## src/rtl/mips_alu_pkg.sv

```systemverilog
// Shared encodings for the ID/EX operand stage: alu_32 select codes, MIPS opcode/funct
// values and the immediate-extension kind.
package mips_alu_pkg;

    localparam logic [3:0] ALU_AND = 4'b0000;
    localparam logic [3:0] ALU_OR  = 4'b0001;
    localparam logic [3:0] ALU_ADD = 4'b0010;
    localparam logic [3:0] ALU_SUB = 4'b0110;
    localparam logic [3:0] ALU_SLT = 4'b0111;
    localparam logic [3:0] ALU_NOR = 4'b1100;
    localparam logic [3:0] ALU_EQ  = 4'b1111;

    localparam logic [5:0] OP_RTYPE = 6'h00;
    localparam logic [5:0] OP_BEQ   = 6'h04;
    localparam logic [5:0] OP_ADDI  = 6'h08;
    localparam logic [5:0] OP_SLTI  = 6'h0A;
    localparam logic [5:0] OP_ANDI  = 6'h0C;
    localparam logic [5:0] OP_ORI   = 6'h0D;
    localparam logic [5:0] OP_LW    = 6'h23;
    localparam logic [5:0] OP_SW    = 6'h2B;

    localparam logic [5:0] FN_ADD = 6'h20;
    localparam logic [5:0] FN_SUB = 6'h22;
    localparam logic [5:0] FN_AND = 6'h24;
    localparam logic [5:0] FN_OR  = 6'h25;
    localparam logic [5:0] FN_NOR = 6'h27;
    localparam logic [5:0] FN_SLT = 6'h2A;

    typedef enum logic {
        EXT_SIGN = 1'b0,
        EXT_ZERO = 1'b1
    } ext_e;

endpackage

```

## src/rtl/alu_ctrl_dec.sv

```systemverilog
// Combinational opcode/funct decode into the alu_32 select, immediate extension kind,
// whether B comes from rt, and an illegal-instruction flag.
module alu_ctrl_dec
    import mips_alu_pkg::*;
(
    input  logic [5:0] opcode,
    input  logic [5:0] funct,
    output logic [3:0] alu_sel,
    output ext_e       ext,
    output logic       use_rt,
    output logic       illegal
);

    always_comb begin
        alu_sel = ALU_ADD;
        ext     = EXT_SIGN;
        use_rt  = 1'b0;
        illegal = 1'b0;
        case (opcode)
            OP_RTYPE: begin
                use_rt = 1'b1;
                case (funct)
                    FN_ADD:  alu_sel = ALU_ADD;
                    FN_SUB:  alu_sel = ALU_SUB;
                    FN_AND:  alu_sel = ALU_AND;
                    FN_OR:   alu_sel = ALU_OR;
                    FN_NOR:  alu_sel = ALU_NOR;
                    FN_SLT:  alu_sel = ALU_SLT;
                    default: illegal = 1'b1;
                endcase
            end
            OP_ADDI: alu_sel = ALU_ADD;
            OP_SLTI: alu_sel = ALU_SLT;
            OP_ANDI: begin
                alu_sel = ALU_AND;
                ext     = EXT_ZERO;
            end
            OP_ORI: begin
                alu_sel = ALU_OR;
                ext     = EXT_ZERO;
            end
            OP_LW, OP_SW: alu_sel = ALU_ADD;
            OP_BEQ: begin
                alu_sel = ALU_EQ;
                use_rt  = 1'b1;
            end
            default: illegal = 1'b1;
        endcase
    end

endmodule

```

## src/rtl/id_ex_operand_stage.sv

```systemverilog
// ID/EX register feeding alu_32: decode, operand build, RAW bypass, load-use stall.
// ID_EX_FWD_EN enables the bypass network; without it any pending writer of a source stalls.
module id_ex_operand_stage
    import mips_alu_pkg::*;
#(
    parameter int DW = 32,
    parameter int RW = 5
) (
    input  logic          clk,
    input  logic          reset,
    input  logic          flush,
    input  logic          id_valid,
    output logic          id_ready,
    input  logic [5:0]    id_opcode,
    input  logic [5:0]    id_funct,
    input  logic [15:0]   id_imm16,
    input  logic [RW-1:0] id_rs,
    input  logic [RW-1:0] id_rt,
    input  logic [DW-1:0] id_rs_data,
    input  logic [DW-1:0] id_rt_data,
    input  logic [RW-1:0] id_rd,
    input  logic          id_reg_write,
    input  logic          id_mem_read,
    input  logic [DW-1:0] alu_result,
    input  logic          exmem_wr,
    input  logic [RW-1:0] exmem_rd,
    input  logic [DW-1:0] exmem_data,
    input  logic          memwb_wr,
    input  logic [RW-1:0] memwb_rd,
    input  logic [DW-1:0] memwb_data,
    input  logic          ex_ready,
    output logic          ex_valid,
    output logic [DW-1:0] A_in,
    output logic [DW-1:0] B_in,
    output logic [3:0]    ALU_Sel,
    output logic [RW-1:0] ex_rd,
    output logic          ex_reg_write,
    output logic          ex_mem_read,
    output logic          ex_illegal
);

    logic [3:0] dec_sel;
    ext_e       dec_ext;
    logic       dec_use_rt;
    logic       dec_illegal;

    alu_ctrl_dec u_dec (
        .opcode  (id_opcode),
        .funct   (id_funct),
        .alu_sel (dec_sel),
        .ext     (dec_ext),
        .use_rt  (dec_use_rt),
        .illegal (dec_illegal)
    );

    // $0 is hardwired zero, so it never matches a writer.
    function automatic logic src_match(input logic [RW-1:0] src, input logic wv,
                                       input logic [RW-1:0] wrd);
        return (src != '0) && wv && (wrd == src);
    endfunction

    logic ex_wr_v;
    logic rs_ex, rs_mem, rs_wb, rt_ex, rt_mem, rt_wb;

    assign ex_wr_v = ex_valid & ex_reg_write;
    assign rs_ex   = src_match(id_rs, ex_wr_v, ex_rd);
    assign rs_mem  = src_match(id_rs, exmem_wr, exmem_rd);
    assign rs_wb   = src_match(id_rs, memwb_wr, memwb_rd);
    assign rt_ex   = src_match(id_rt, ex_wr_v, ex_rd);
    assign rt_mem  = src_match(id_rt, exmem_wr, exmem_rd);
    assign rt_wb   = src_match(id_rt, memwb_wr, memwb_rd);

    logic [DW-1:0] imm_ext;
    assign imm_ext = (dec_ext == EXT_ZERO) ? {{(DW-16){1'b0}}, id_imm16}
                                           : {{(DW-16){id_imm16[15]}}, id_imm16};

    logic          hazard;
    logic [DW-1:0] rs_val, rt_val;

`ifdef ID_EX_FWD_EN
    // Only a load in EX cannot be bypassed: its data does not exist yet.
    assign hazard = ex_valid & ex_mem_read & (rs_ex | (dec_use_rt & rt_ex));
    assign rs_val = rs_ex ? alu_result : rs_mem ? exmem_data : rs_wb ? memwb_data : id_rs_data;
    assign rt_val = rt_ex ? alu_result : rt_mem ? exmem_data : rt_wb ? memwb_data : id_rt_data;
`else
    logic unused_bypass_data;
    assign unused_bypass_data = ^{alu_result, exmem_data, memwb_data};
    assign hazard = rs_ex | rs_mem | rs_wb | (dec_use_rt & (rt_ex | rt_mem | rt_wb));
    assign rs_val = id_rs_data;
    assign rt_val = id_rt_data;
`endif

    logic advance, transfer;
    assign advance  = !ex_valid | ex_ready;
    assign id_ready = advance & !hazard & !flush;
    assign transfer = id_valid & id_ready;

    always_ff @(posedge clk) begin
        if (reset) begin
            ex_valid     <= 1'b0;
            A_in         <= '0;
            B_in         <= '0;
            ALU_Sel      <= ALU_ADD;
            ex_rd        <= '0;
            ex_reg_write <= 1'b0;
            ex_mem_read  <= 1'b0;
            ex_illegal   <= 1'b0;
        end else begin
            if (flush)
                ex_valid <= 1'b0;
            else if (advance)
                ex_valid <= id_valid & !hazard;
            if (transfer) begin
                A_in         <= rs_val;
                B_in         <= dec_use_rt ? rt_val : imm_ext;
                ALU_Sel      <= dec_sel;
                ex_rd        <= id_rd;
                ex_reg_write <= id_reg_write & !dec_illegal;
                ex_mem_read  <= id_mem_read;
                ex_illegal   <= dec_illegal;
            end
        end
    end

endmodule

```

## config.mk

```make
export PLATFORM = sky130hd
export DESIGN_NAME = id_ex_operand_stage
export DESIGN_NICKNAME = d
export VERILOG_FILES = /design/src/rtl/mips_alu_pkg.sv /design/src/rtl/alu_ctrl_dec.sv /design/src/rtl/id_ex_operand_stage.sv
export SDC_FILE = /design/constraint.sdc
export NUM_CORES = 1
export LEC_CHECK = 0
export CAP_MARGIN = 20
export CORE_AREA = 3 3 114 116
export CTS_CLUSTER_SIZE = 8
export DETAILED_ROUTE_END_ITERATION = 16
export DIE_AREA = 0 0 117 119
export HOLD_SLACK_MARGIN = 0.05
export PLACE_DENSITY = 0.74
export SETUP_SLACK_MARGIN = 0.5
export SLEW_MARGIN = 15
export SYNTH_ARGS = -nofsm -noshare
export SYNTH_HDL_FRONTEND = slang
export SYNTH_SLANG_ARGS = --single-unit
```

## constraint.sdc

```tcl
create_clock -name clk -period 5.38 [get_ports clk]
set_input_delay 1.614 -clock clk [delete_from_list [all_inputs] [get_ports clk]]
set_output_delay 1.614 -clock clk [all_outputs]
set_load 0.05 [all_outputs]
```

# After elaboration in Yosys (flattened, before gate mapping)

Cells that the tools add are included.

Logic and storage cells: 72
Register bits: 77

Mux-type cells: 8
Eq/ne operators: 19
Bitwise gates (word level): 13
Reduce and logical (&&, ||, !) cells: 24

Operators with widths:

| operator                                       | count |
|---|---|
| 2-to-1 mux 32 bit                              | 2 |
| == test 6 bit (second input constant)          | 8 |
| one-hot mux 4 bit (5 select lines)             | 2 |
| == test 5 bit                                  | 6 |
| == test 6 x 4 -> 1 bit (second input constant) | 4 |
| logical AND 1 bit                              | 12 |
| nonzero test 5 bit                             | 2 |
| AND 1 bit                                      | 7 |
| OR reduction 7 bit                             | 1 |
| == test 6 x 3 -> 1 bit (second input constant) | 1 |
| logical NOT 6 bit                              | 1 |
| OR 1 bit                                       | 6 |
| OR reduction 2 bit                             | 3 |
| OR reduction 6 bit                             | 1 |
| logical NOT 1 bit                              | 4 |
| 2-to-1 mux 1 bit                               | 3 |
| one-hot mux 1 bit (2 select lines)             | 1 |

# Longest topological paths before layout

Gate-level depths: netlist (run 1).

Depth in word-level cells: 11
Mapped depth: 10
Depth with buffers taken out: 6

# Modules after synthesis

A second synthesis (run 1) with hierarchy kept.

Cells, all modules: 447
Area total of the unflattened synthesis: 3,890.0 µm²

By module, submodules not included:

| module              | area each (µm²) | cells each | instances |
|---|---|---|---|
| id_ex_operand_stage | 3,606.0         | 407        | 1 |
| alu_ctrl_dec        | 284.0           | 40         | 1 |

# Worst setup path before layout (run 1)

Ideal clock, no wire load.

Path kind: in2out
Start point: input port id_rt[1]
End point: output port id_ready
Required time: 3.766 ns
Buffers on the path: 2
Stages on the path: 6
Path slack: 0.372 ns
Data arrival time: 3.394 ns
Cell sequence: or4_1 > o21ai_1 > a31o_2 > buf_2 > buf_1 > and3_1

Word-level cells in the longest chain between the ends: 10
Elaborated cells on any way between the ends: 17
Classes of those cells: eq/ne: 3; bitwise: 6; reduce/logical: 8

RTL lines:

| element                         | RTL line                  | text |
|---|---|---|
| start: declaration              | id_ex_operand_stage.sv:18 | `input logic [RW-1:0] id_rt,` |
| nonzero test 5 bit              | id_ex_operand_stage.sv:59 | `return (src != '0) && wv && (wrd == src);` |
| logical AND 1 bit (2 in series) | id_ex_operand_stage.sv:59 |  |
| OR 1 bit                        | id_ex_operand_stage.sv:88 | `assign hazard = rs_ex \| rs_mem \| rs_wb \| (dec_use_rt & (rt_ex \| rt_mem \| rt_wb));` |
| OR 1 bit (*)                    | id_ex_operand_stage.sv:88 |  |
| AND 1 bit (*)                   | id_ex_operand_stage.sv:88 |  |
| OR 1 bit (*)                    | id_ex_operand_stage.sv:88 |  |
| logical NOT 1 bit (*)           | id_ex_operand_stage.sv:95 | `assign id_ready = advance & !hazard & !flush;` |
| AND 1 bit (*) (2 in series)     | id_ex_operand_stage.sv:95 |  |
| end: declaration                | id_ex_operand_stage.sv:13 | `output logic id_ready,` |

Every way passes the cells marked *; elsewhere a longest branch is shown, timed or not.

# Final worst setup path (run 1)

Start point: input port id_rt[0]
End point: output port id_ready

Same word-level chain as after synthesis.

==> results of run 1 <==
## layout make-up
cell class | instances | share of cell area, %
diodes | 1 | 0.0378
clock inverters | 7 | 1.49
inverters | 1 | 0.0567
multi-input cells | 339 | 32.6
clock buffers | 9 | 3.40
repair buffers | 249 | 36.4
well taps | 147 | 2.78
flip-flops and latches | 77 | 23.3
## flip-flops by register name, summed over array words and instances, names as in the netlist
| name | count |
|---|---|
| ALU_Sel | 4 |
| A_in | 32 |
| ex_rd | 5 |
| ex_reg_write | 1 |
| ex_mem_read | 1 |
| B_in | 32 |
| ex_illegal | 1 |
| ex_valid | 1 |
## metrics by stage
stage / hold slack [ns] / setup WS, ns / std cells / util, %
after floorplan: 0.675 / 0.541 / 464 / -
after global routing: 0.491 / 0.485 / 830 / 55.1
final: 0.474 / 0.547 / 830 / 55.1
after CTS: 0.473 / 0.502 / 825 / 54.4
after detailed placement: 0.464 / 0.289 / 781 / 49.9
after global placement: 0.457 / 0.296 / 780 / 49.9
## worst min path at each step
stage / cells after the start / slack (ns) / from / to
finish: 2 / 0.47 / ALU_Sel[0]$_SDFFE_PP0P_ / ALU_Sel[0]$_SDFFE_PP0P_
global route: 2 / 0.49 / A_in[15]$_SDFFE_PP0P_ / A_in[15]$_SDFFE_PP0P_
global placement: 2 / 0.46 / ALU_Sel[0]$_SDFFE_PP0P_ / ALU_Sel[0]$_SDFFE_PP0P_
CTS: 2 / 0.47 / ALU_Sel[0]$_SDFFE_PP0P_ / ALU_Sel[0]$_SDFFE_PP0P_
detailed placement: 2 / 0.46 / ALU_Sel[0]$_SDFFE_PP0P_ / ALU_Sel[0]$_SDFFE_PP0P_
floorplan: 2 / 0.68 / ALU_Sel[0]$_SDFFE_PP0P_ / ALU_Sel[0]$_SDFFE_PP0P_
## placed cells by master, fill, tap and decap left out, drive strengths merged, types with 20 or more instances in the layout
cell type / n
a21oi: 74
a311oi: 32
buf: 48
clkdlybuf4s50: 179
dfxtp: 77
nand2: 51
nand3: 45
o21ai: 42
xor2: 20
## metal layers
layer	vias to the layer above	wire, um	GRT usage (%)	part of all wire [%]
met2	186	6840	31.2	48
met4	0	339	6.95	2.4
met5	-	0	0	0
met3	24	1060	4.78	7.5
li1	2131	-	-	-
met1	2130	5920	23.8	42
## logic make-up (layout without fill, tap and decap cells)
group | count (synthesis) | count (layout) | share of synthesized area [%]
other | 0 | 1 | 0
XOR/XNOR | 30 | 30 | 6.81
AND/OR/NAND/NOR | 140 | 140 | 18.3
multiplexers | 1 | 1 | 0.259
flip-flops | 77 | 77 | 39.9
AO/OA/AOI/OAI | 168 | 168 | 28.7
buffers and inverters | 48 | 266 | 6.03
## repair_timing
item | CTS | global route
gates resized for setup | 20 | 19
endpoints found under the setup margin | 1 | 73
hold buffers | 0 | 0
gates cloned | 0 | 0
buffers inserted | 28 | 4
pin swaps | 11 | 16
## worst max-delay path, stage by stage
cell and delay, ns:
dlygate4sd2_1 0.31, xor2_1 0.18, nor4_1 0.32, nand3_1 0.18, a31o_2 0.28, and3_4 0.19, buf_12 0.14
## power groups by stage
stage / Clock (mW) / Sequential, mW / Combinational [mW]
final: 0.652 / 0.623 / 0.439
after global placement: 0 / 0.634 / 0.425
after detailed placement: 0 / 0.635 / 0.432
after floorplan: 0 / 0.748 / 0.123
after CTS: 0.667 / 0.623 / 0.437
after global routing: 0.690 / 0.626 / 0.465
==> impl_results.md, run 1 <==
* Nets at 899
* Pwr Density at 259 nW/um^2
* Outcome: complete, no violations
* Final Critical Period at 4.83 ns
* Sequential fraction of the synthesis area at 39.9%
* Synth Instances at 464
* CTS Buf Count at 9
* Synthesized area at 3860 sq um
* Drt drc at 0
* #FFs+latches synth at 77
* Mean Syn Cell Area at 8.32 sq um
* RePlAce Congestion at 0.882
* Max-cap viol count at 0
* Full die area at 13900 sq um
* Die Span X at 117 um
* Clock Power Share at 38.1%
* Number of DRC markers in iteration 0 at 295
* Clk slew on worst S/H paths at 0.06 ns
* Crit start category: input port
* # fillers at 1082
* Sequential Power Share at 36.3%
* Post-synth top area cell: dfxtp_1
* Setup CP Type: in -> out
* YS warnings at 0
* Cell variety after synth at 49
* CTS tree: done
* Area of the multi-input gates at 2150 sq um
* Share of layout cells above drive strength 1 at 14.1%
* Final Cycle Share at 89.8%
* Worst-margin pin slew at 0.804 ns
* I/O pins at 300
* 1st-pass router iterations at 5
* Count leader, synth: dfxtp_1
* R2r setup slk at 3.07 ns
* R2R Path End: B_in[2]$_SDFFE_PP0P_
* WP data required at 3.77 ns
* Sw Ratio at 29.6%
* Power, Total at 1.71 mW
* Clk buf depth at 2
* Largest net degree at the start of global routing at 75
* Area grow syn2layout at 71.5%
* First-pass GRT wire length at 21800 um
* Initial antenna violation count at 1
* Hold crit path type: reg -> reg
* Combinational power share at 25.6%
* WL final at 14200 um
* Chip Height at 119 um
* Worst-Skew Late Latency at 0.33 ns
* Max transition margin at 46.4%
* Worst endpoint data arrival time at 3.22 ns
* Net Count, Synth at 686
* Final setup viols at 0
* Post-synth top cells: 77 x dfxtp_1, 74 x a21oi_1, 51 x nand2_1
* CTS sink cnt at 77
* Hpwl dp at 9370 um
* Sequential Area at 1540 sq um
* Fraction of registers with async set/reset at 0%
* Psw at 0.507 mW
* Final Max Slew Viols at 0
* Core area at 12000 sq um
* Synth Flop Type: dfxtp_1
* CP endpoint: id_ready
* Fin. Hold Viols at 0
* Antenna viol nets, final at 0
* Setup tns final at 0 ns
* Gr ovfl total at 0
* PortBufs at 203
* Initial Utilization at 32.1%
* Critical R2R Launch: ex_rd[1]$_SDFFE_PP0P_
* Maximum fanout along the worst path at 4
* Clk root buf: clkbuf_16
* R2r worst-path depth at 7
* VDD IR max at 0.000150 V
* Vias in the first global route at 4410
* RSZ-0062 raised after global routing: false
* LEAKAGE at 2.38 nW
* Design area at 6620 sq um
* Placement Cell Area at 6000 sq um
* Clk_skew at 0.00789 ns
* Row Count at 40
* Max Freq at 207 MHz
* Top cells by area, synth: dfxtp_1 40%, a21oi_1 9.6%, nand3_1 5.7%
* Int Pwr at 1.21 mW
* Post-synth EDFFs at 0
* Via count at 4471
* CTS H-tree lvls at 3
* Top cell type's share of synthesized area at 39.9%
* Drt wl/cell at 17.1 um
* Crit path from: id_rt[0]
* GRT Util Overall at 19.0%
* Worst setup EP type: primary output
* Vias per inst at 5.39
(Power assumes the default switching activity.)
==> run 2, diff against run 1 <==
- CORE_AREA: 3 3 114 116 -> not set
- CORE_ASPECT_RATIO: not set -> 0.6
- CORE_MARGIN: not set -> 3
- CORE_UTILIZATION: not set -> 34
- DIE_AREA: 0 0 117 119 -> not set
- PLACE_DENSITY: 0.74 -> 0.79
==> run 2 against run 1 <==
Against the previous run: design area fell by 2.5%; combinational power barely moved; hold slack improved by 0.0023 ns; utilization rose by 4.6 points; fmax fell by 0.86%; first-iteration DRC count fell by 20%; sequential power barely moved; final cell count fell by 2.9%; global-route usage rose by 3.5 points; via count fell by 1.3%; critical path type unchanged; largest cell class unchanged.
==> impl_results.md, run 2 (same netlist as run 1, synthesis figures left out) <==
* Outcome: complete, no violations
* Psw at 0.485 mW
* Power, Total at 1.61 mW
* GRT Util Overall at 22.5%
* RePlAce Congestion at 0.950
* I/O pins at 300
* Gr ovfl total at 0
* Crit start category: input port
* Largest regs: A_in: 32 flops, B_in: 32 flops, ex_rd: 5 flops
* Final setup viols at 0
* Chip Height at 88.5 um
* Max-cap viol count at 0
* Most frequent cells in the layout: 179 x clkdlybuf4s50_1, 77 x dfxtp_1, 74 x a21oi_1
* PortBufs at 203
* Sw Ratio at 30.1%
* Clk buf depth at 2
* Worst setup EP type: primary output
* Final Critical Period at 4.88 ns
* Int Pwr at 1.13 mW
* RSZ-0062 raised after global routing: false
* Pwr Density at 250 nW/um^2
* Via count at 4411
* Max Freq at 205 MHz
* CTS Hold Bufs at 0
* R2r setup slk at 2.99 ns
* Final Cycle Share at 90.6%
* Hpwl dp at 10100 um
* Dpl ws at 0.123 ns
* Worst-Skew Late Latency at 0.33 ns
* # fillers at 936
* CTS sink cnt at 77
* Clk root buf: clkbuf_16
* 1st-pass router iterations at 4
* Final Max Slew Viols at 0
* Clock Power Share at 33.9%
* Hold crit path type: reg -> reg
* CTS tree: done
* Hold Slack at 0.476 ns
* Initial Utilization at 35.7%
* Full die area at 12700 sq um
* Drt wl/cell at 18.3 um
* Fin. Hold Viols at 0
* Share of layout cells above drive strength 1 at 12.6%
* Nets at 886
* Top routing layer in use: met4
* Worst endpoint data arrival time at 3.26 ns
* Number of DRC markers in iteration 0 at 235
* Clk_skew at 0.00631 ns
* Worst-margin pin slew at 0.879 ns
* WL final at 14800 um
* Antenna viol nets, final at 0
* Drt drc at 0
* Vias in the first global route at 4362
* Met3 WL at 1240 um
* Largest net degree at the start of global routing at 75
* Inserted Diodes at 0
* Commonest non-fill, non-tap cell in the layout: clkdlybuf4s50_1
* Metal1 wirelength at 6570 um
* First-pass GRT wire length at 22700 um
* Area grow syn2layout at 67.3%
* Sequential Power Share at 38.6%
* Setup CP Type: in -> out
* Core area at 10800 sq um
* Maximum fanout along the worst path at 4
* Vias per inst at 5.47
* VDD IR max at 0.000158 V
* CTS H-tree lvls at 3
* Die Span X at 144 um
* Initial antenna violation count at 0
* Row Count at 29
* Setup WS post-layout at 0.505 ns
* LEAKAGE at 2.28 nW
* Clk slew on worst S/H paths at 0.05 ns
* Max transition margin at 41.4%
* Setup tns final at 0 ns
* WP data required at 3.77 ns
* Routed wl met2 at 6800 um
* CTS Buf Count at 9
* Combinational power share at 27.4%
## run 2: power groups by stage
stage / Combinational [mW] / Clock, mW / Sequential (mW)
floorplan: 0.123 / 0 / 0.748
CTS: 0.439 / 0.563 / 0.623
global placement: 0.431 / 0 / 0.633
finish: 0.442 / 0.548 / 0.623
global route: 0.468 / 0.586 / 0.627
detailed placement: 0.437 / 0 / 0.635
## run 2: path summary, 6_finish.rpt
path	startpoint	to	depth (start not counted)
setup reg to reg	ex_rd[0]$_SDFFE_PP0P_	B_in[3]$_SDFFE_PP0P_	8
hold / removal	A_in[26]$_SDFFE_PP0P_	A_in[26]$_SDFFE_PP0P_	2
setup / recovery	id_rt[1]	id_ready	6
hold reg to reg	A_in[26]$_SDFFE_PP0P_	A_in[26]$_SDFFE_PP0P_	2
## run 2: area by class of cell
cell class	instances	area [sq um]	share of cell area, %
flip-flops and latches	77	1540	23.9
repair buffers	235	2280	35.4
clock buffers	12	256	3.97
multi-input cells	340	2190	33.9
inverters	1	3.75	0.0581
well taps	139	174	2.69
clock inverters	2	10.0	0.155
## run 2: metal layers
metal | vias to the layer above | global-route usage [%]
met4 | 0 | 6.41
li1 | 2102 | -
met5 | - | 0
met1 | 2108 | 29.6
met2 | 186 | 36.2
met3 | 15 | 6.64
## run 2: per-stage QoR
| step | cell area (sq um) | std cells | util (%) |
|---|---|---|---|
| 5_1_grt | 6460 | 806 | 59.7 |
| 6_report | 6460 | 806 | 59.7 |
| 4_1_cts | 6360 | 799 | 58.9 |
| 2_1_floorplan | 3860 | 464 | - |
| 3_3_place_gp | 5990 | 774 | 55.4 |
| 3_5_place_dp | 5990 | 774 | 55.4 |
## run 2: critical path: stages
cell	delay (ns)
dlygate4sd2_1	0.32
or4_1	0.61
o21ai_4	0.23
a31o_2	0.15
and3_4	0.20
buf_12	0.13
## run 2: repair_timing
item	in CTS	in global routing
endpoints found under the setup margin	1	49
cloned	0	1
pin swaps	10	15
setup buffers	11	6
resized for setup	31	14
